## config.mk

```make
export PLATFORM = sky130hd
export DESIGN_NAME = sequence_generator
export DESIGN_NICKNAME = d
export VERILOG_FILES = /design/src/rtl/sequence_generator.sv
export SDC_FILE = /design/constraint.sdc
export NUM_CORES = 1
export LEC_CHECK = 0
export BUFFER_PORTS_ARGS = -buffer_cell sky130_fd_sc_hd__buf_2
export CAP_MARGIN = 5
export CORE_MARGIN = 2
export CORE_UTILIZATION = 61
export DETAILED_ROUTE_END_ITERATION = 10
export GPL_ROUTABILITY_DRIVEN = 0
export GPL_TIMING_DRIVEN = 0
export PLACE_DENSITY = 0.83
export SLEW_MARGIN = 40
export SYNTH_ARGS = -nofsm -noshare
export SYNTH_HDL_FRONTEND = slang
export SYNTH_SLANG_ARGS = --single-unit
```

## constraint.sdc

```tcl
create_clock -name clk -period 5.4 [get_ports clk]
set_input_delay 0.27 -clock clk [delete_from_list [all_inputs] [get_ports clk]]
set_output_delay 0.27 -clock clk [all_outputs]
set_load 0.02 [all_outputs]
```

## src/rtl/sequence_generator.sv

```systemverilog
// Serial pattern transmitter: captures a PAT_W-bit pattern and shifts it out MSB-first,
// repeating reps+1 times with GAP idle cycles between. Define SEQ_GEN_PARITY_EN for a parity bit.
module sequence_generator #(
    parameter int unsigned PAT_W = 5,
    parameter int unsigned CNT_W = 4,
    parameter int unsigned GAP   = 2
) (
    input  logic             clk,
    input  logic             rst_n,
    input  logic             start,
    input  logic [PAT_W-1:0] pattern,
    input  logic [CNT_W-1:0] reps,
    input  logic             abort,
    output logic             out,
    output logic             valid,
    output logic             busy,
    output logic             done
);

`ifdef SEQ_GEN_PARITY_EN
    localparam int unsigned SeqLen = PAT_W + 1;
`else
    localparam int unsigned SeqLen = PAT_W;
`endif
    localparam int unsigned BitW = $clog2(SeqLen + 1);
    localparam int unsigned GapW = $clog2(GAP + 2);

    typedef enum logic [1:0] {StIdle, StShift, StGap} state_e;

    state_e           state_q, state_d;
    logic [PAT_W-1:0] shreg_q, shreg_d;
    logic [PAT_W-1:0] pat_q, pat_d;
    logic [BitW-1:0]  bit_cnt_q, bit_cnt_d;
    logic [CNT_W-1:0] rep_q, rep_d;
    logic [GapW-1:0]  gap_q, gap_d;
    logic             out_q, out_d;
    logic             valid_q, valid_d;
    logic             busy_q, busy_d;
    logic             done_q, done_d;
    logic             next_bit;

`ifdef SEQ_GEN_PARITY_EN
    // Once all pattern bits are out, the trailing bit is the even parity of the captured copy.
    assign next_bit = (bit_cnt_q == BitW'(PAT_W)) ? ^pat_q : shreg_q[PAT_W-1];
`else
    assign next_bit = shreg_q[PAT_W-1];
`endif

    always_comb begin
        state_d   = state_q;
        shreg_d   = shreg_q;
        pat_d     = pat_q;
        bit_cnt_d = bit_cnt_q;
        rep_d     = rep_q;
        gap_d     = gap_q;
        out_d     = 1'b0;
        valid_d   = 1'b0;
        busy_d    = 1'b0;
        done_d    = 1'b0;
        unique case (state_q)
            StIdle: begin
                if (start && !abort) begin
                    state_d   = StShift;
                    pat_d     = pattern;
                    shreg_d   = pattern << 1;
                    rep_d     = reps;
                    bit_cnt_d = BitW'(1);
                    out_d     = pattern[PAT_W-1];
                    valid_d   = 1'b1;
                    busy_d    = 1'b1;
                end
            end
            StShift: begin
                if (abort) begin
                    state_d = StIdle;
                end else if (bit_cnt_q != BitW'(SeqLen)) begin
                    shreg_d   = shreg_q << 1;
                    bit_cnt_d = bit_cnt_q + 1'b1;
                    out_d     = next_bit;
                    valid_d   = 1'b1;
                    busy_d    = 1'b1;
                end else if (rep_q != '0) begin
                    rep_d  = rep_q - 1'b1;
                    busy_d = 1'b1;
                    if (GAP == 0) begin
                        // Back-to-back: next repetition's MSB follows with no bubble.
                        shreg_d   = pat_q << 1;
                        bit_cnt_d = BitW'(1);
                        out_d     = pat_q[PAT_W-1];
                        valid_d   = 1'b1;
                    end else begin
                        state_d = StGap;
                        gap_d   = GapW'(1);
                    end
                end else begin
                    state_d = StIdle;
                    done_d  = 1'b1;
                end
            end
            StGap: begin
                if (abort) begin
                    state_d = StIdle;
                end else if (gap_q == GapW'(GAP)) begin
                    state_d   = StShift;
                    shreg_d   = pat_q << 1;
                    bit_cnt_d = BitW'(1);
                    out_d     = pat_q[PAT_W-1];
                    valid_d   = 1'b1;
                    busy_d    = 1'b1;
                end else begin
                    gap_d  = gap_q + 1'b1;
                    busy_d = 1'b1;
                end
            end
            default: state_d = StIdle;
        endcase
    end

    always_ff @(posedge clk or negedge rst_n) begin
        if (!rst_n) begin
            state_q   <= StIdle;
            shreg_q   <= '0;
            pat_q     <= '0;
            bit_cnt_q <= '0;
            rep_q     <= '0;
            gap_q     <= '0;
            out_q     <= 1'b0;
            valid_q   <= 1'b0;
            busy_q    <= 1'b0;
            done_q    <= 1'b0;
        end else begin
            state_q   <= state_d;
            shreg_q   <= shreg_d;
            pat_q     <= pat_d;
            bit_cnt_q <= bit_cnt_d;
            rep_q     <= rep_d;
            gap_q     <= gap_d;
            out_q     <= out_d;
            valid_q   <= valid_d;
            busy_q    <= busy_d;
            done_q    <= done_d;
        end
    end

    assign out   = out_q;
    assign valid = valid_q;
    assign busy  = busy_q;
    assign done  = done_q;

endmodule

```

==> summary.md <==
| Metric | Value |
|---|---|
| R2r startpoint | `state_q[1]` |
| Commonest cells post-synth | `24 x dfrtp_1, 13 x a21oi_1, 10 x inv_1` |
| Relative slew slack | `64.8%` |
| Root buffer cell | `clkbuf_4` |
| Clk_lat worst skew | `320 ps` |
| Worst R2R Path Depth | `7` |
| DIE WIDTH | `51.7 um` |
| Hold Path Stages | `2` |
| Post-DP HPWL | `1990 um` |
| Number of global-route vias before repair | `1055` |
| Synth top area cells | `dfrtp_1 43%, ha_1 7.2%, mux2_4 5.4%` |
| Gate power share | `53.4%` |
| DR vias | `1064` |
| CTS tree | `yes` |
| Total CTS buffers | `3` |
| DRC violation count after routing | `0` |
| Number of flops mapped to enable cells by yosys | `0` |
| Initial antenna violation count | `0` |
| Worst R2R Setup Slack | `3460 ps` |
| Clk pwr share | `11.0%` |
| Largest net degree at the start of global routing | `25` |
| Fin crit share | `36.0%` |
| Leak | `0.739 nW` |
| CP startpoint kind | `flip-flop` |
| # setup viols final | `0` |
| Fin crit period | `1940 ps` |
| Seq/Total Area, Yosys | `43.2%` |
| Clock Pin Slew Worst Setup and Hold Paths | `140 ps` |
| Cell repeated most along the worst path | `a21oi_1` |
| # rows | `17` |
| Slowest cell on crit path | `a2111oi_4` |
| Area grow syn2layout | `11.6%` |
| Final WL | `2640 um` |
| Syn_area_per_cell | `10.6 sq um` |
| IO buf count | `16` |
| DR iter-0 viols | `13` |
| Initial Utilization | `63.4%` |
| Wire length per cell | `14.7 um` |
| Post-Synthesis Cells | `131` |
| Cells along the critical path | `inv_1 -> ha_1 -> buf_4 -> mux2i_1 -> a2111oi_4 -> a21oi_1 -> a21oi_1` |
| Number of placed I/O pins | `17` |
| Run status | `finished, final reports clean` |
| Final Slew Violations | `0` |
| Mapped Nets | `152` |
| Worst-path fanout max | `10` |
| Fin nets | `174` |
| Synth unique cells | `34` |
| Worst hold path type | `in -> reg` |
| Switching pwr | `0.359 mW` |
| CP required | `5650 ps` |
| Largest area contributor in the netlist | `dfrtp_1` |
| MaxCap Viol Count | `0` |
| Cell Count, Final, Fillers Out | `180` |
| RSZ-0062 raised after global routing | `false` |
| Worst path arrival time | `2190 ps` |
| WHS Endpoint | `pat_q[3]` |
| Worst path max stage delay | `510 ps` |
| Worst Max-Slew Pin Slew | `528 ps` |
| Most common cell in the netlist | `dfrtp_1` |
| WP buf/inv | `2` |
| Ys async rst share | `100%` |
| CP Capture Type | `flip-flop` |
| PwrDens | `571 mW/mm^2` |
| Critical path's top delay family | `compound AO/OA/AOI/OAI gates` |
| Flop pwr share | `35.6%` |
| Global-route wire length before repair | `4630 um` |
| FMAX | `515 MHz` |
| VDD IR-drop max | `0.000388 V` |
| Sw Ratio | `40.5%` |
| Layout cell share with drive strength beyond 1 | `24.3%` |
| H-tree levels | `1` |
| Crit path kind | `reg -> reg` |
| Sink Count | `24` |
| Final hold vios | `0` |
| Ant. Diodes | `0` |
| Yosys warning count | `0` |
| Pre-Repair DR Iteration Count | `4` |
| Vias per cell | `5.91` |
| Post-route ant nets | `0` |
| Flops & latches, synth | `24` |
| Int Pwr | `0.527 mW` |
| Setup Buffers After CTS | `0` |
| Die area | `0.00268 sq mm` |
| Grt ovf | `0` |
| Synthesized cell area | `0.00139 sq mm` |
| Post-Place Cells | `175` |
| Setup_tns | `0 ps` |
| Primary FF master, synth | `dfrtp_1` |
| Die Y | `51.7 um` |
| R2R Path End | `rep_q[2]` |
| Hold Startpoint | `pattern[3]` |
| Power Total | `0.886 mW` |
| Clock Skew | `4.20 ps` |
| Synth top area share | `43.2%` |
| Placeable Area | `0.00219 sq mm` |
| CTS Buffer Depth | `2` |
| Total global-route track usage | `23.9%` |
## layout by cell type (no fill, tap or decap), types with 2 or more instances in the layout
cell      count
nand3_1       7
nor2_1        6
a21oi_1      13
mux2_2        5
ha_1          8
a31oi_1       3
buf_4         2
nand2b_1      6
clkbuf_1      2
dfrtp_1      24
o21ai_0       4
buf_2        16
nand2_1       9
mux2i_1       4
inv_1        10
clkbuf_4      3
mux2_4        5
a22oi_1       3
nor3_1        2
o21ai_1       2
## timing repair
action,in CTS,in global routing
resized for setup,0,0
hold buffers,1,0
endpoints found under the hold margin,24,0
## sequential cells by signal, summed over array words and instances (netlist names)
| register | count |
|---|---|
| valid | 1 |
| out | 1 |
| gap_q | 2 |
| bit_cnt_q | 3 |
| busy | 1 |
| rep_q | 4 |
| pat_q | 5 |
| shreg_q | 4 |
| done | 1 |
| state_q | 2 |
## routing by layer
layer | global-route usage, % | wire length [um]
met5 | 0 | 0
met4 | 11.4 | 40
met3 | 4.02 | 112
met2 | 41.9 | 1360
met1 | 28.2 | 1130
## power groups by stage
stage	sequential (mW)	clock (mW)	combinational (mW)
CTS	0.315	0.0962	0.475
finish	0.315	0.0976	0.474
detailed placement	0.320	0	0.471
floorplan	0.317	0	0.368
global placement	0.313	0	0.446
global route	0.327	0.105	0.530
## cells by family (layout without fill, tap and decap cells)
| kind of cell | count (synthesis) | after routing | synth area share, % |
|---|---|---|---|
| AO/OA/AOI/OAI | 33 | 33 | 18.2 |
| adder cells (fa/ha/maj) | 8 | 8 | 7.20 |
| buffers and inverters | 15 | 36 | 4.59 |
| flip-flops | 24 | 24 | 43.2 |
| multiplexers | 15 | 15 | 13.1 |
| AND/OR/NAND/NOR | 36 | 36 | 13.7 |
## cell type report
cell class	count	area (sq um)
plain buffers	5	26.3
clock buffers	4	36.3
fillers	161	639
inverters	10	37.5
multi-input cells	92	726
flip-flops and latches	24	601
well taps	28	35.0
repair buffers	17	90.1
## worst max path at each step
stage	from	endpoint	slack [ps]	depth (start not counted)
after floorplan	state_q[0]	bit_cnt_q[0]	3660	6
after global placement	state_q[0]	shreg_q[1]	3520	6
after detailed placement	state_q[0]	bit_cnt_q[0]	3470	6
after CTS	state_q[0]	bit_cnt_q[0]	3450	6
after global routing	state_q[1]	rep_q[2]	3290	7
final	state_q[1]	rep_q[2]	3460	7
## worst reg2reg max path, delay by kind of cell, from the launching register on
kind,cells,cell delay [ps]
adders and majority gates,1,210
buffers and inverters,2,300
DFF,1,430
AOI/OAI and AO/OA,3,800
muxes,1,130
## stage by stage
| step | hold WS, ps | area [sq um] | setup slack (ps) | utilization [%] |
|---|---|---|---|---|
| after global routing | 182 | 1550 | 3290 | 70.8 |
| final | 184 | 1550 | 3460 | 70.8 |
| after floorplan | -25.6 | 1390 | 3660 | - |
| after CTS | 191 | 1550 | 3450 | 70.8 |
| after detailed placement | 279 | 1510 | 3470 | 68.7 |
| after global placement | 271 | 1510 | 3520 | 68.7 |
Power figures use the tool's default switching activity.
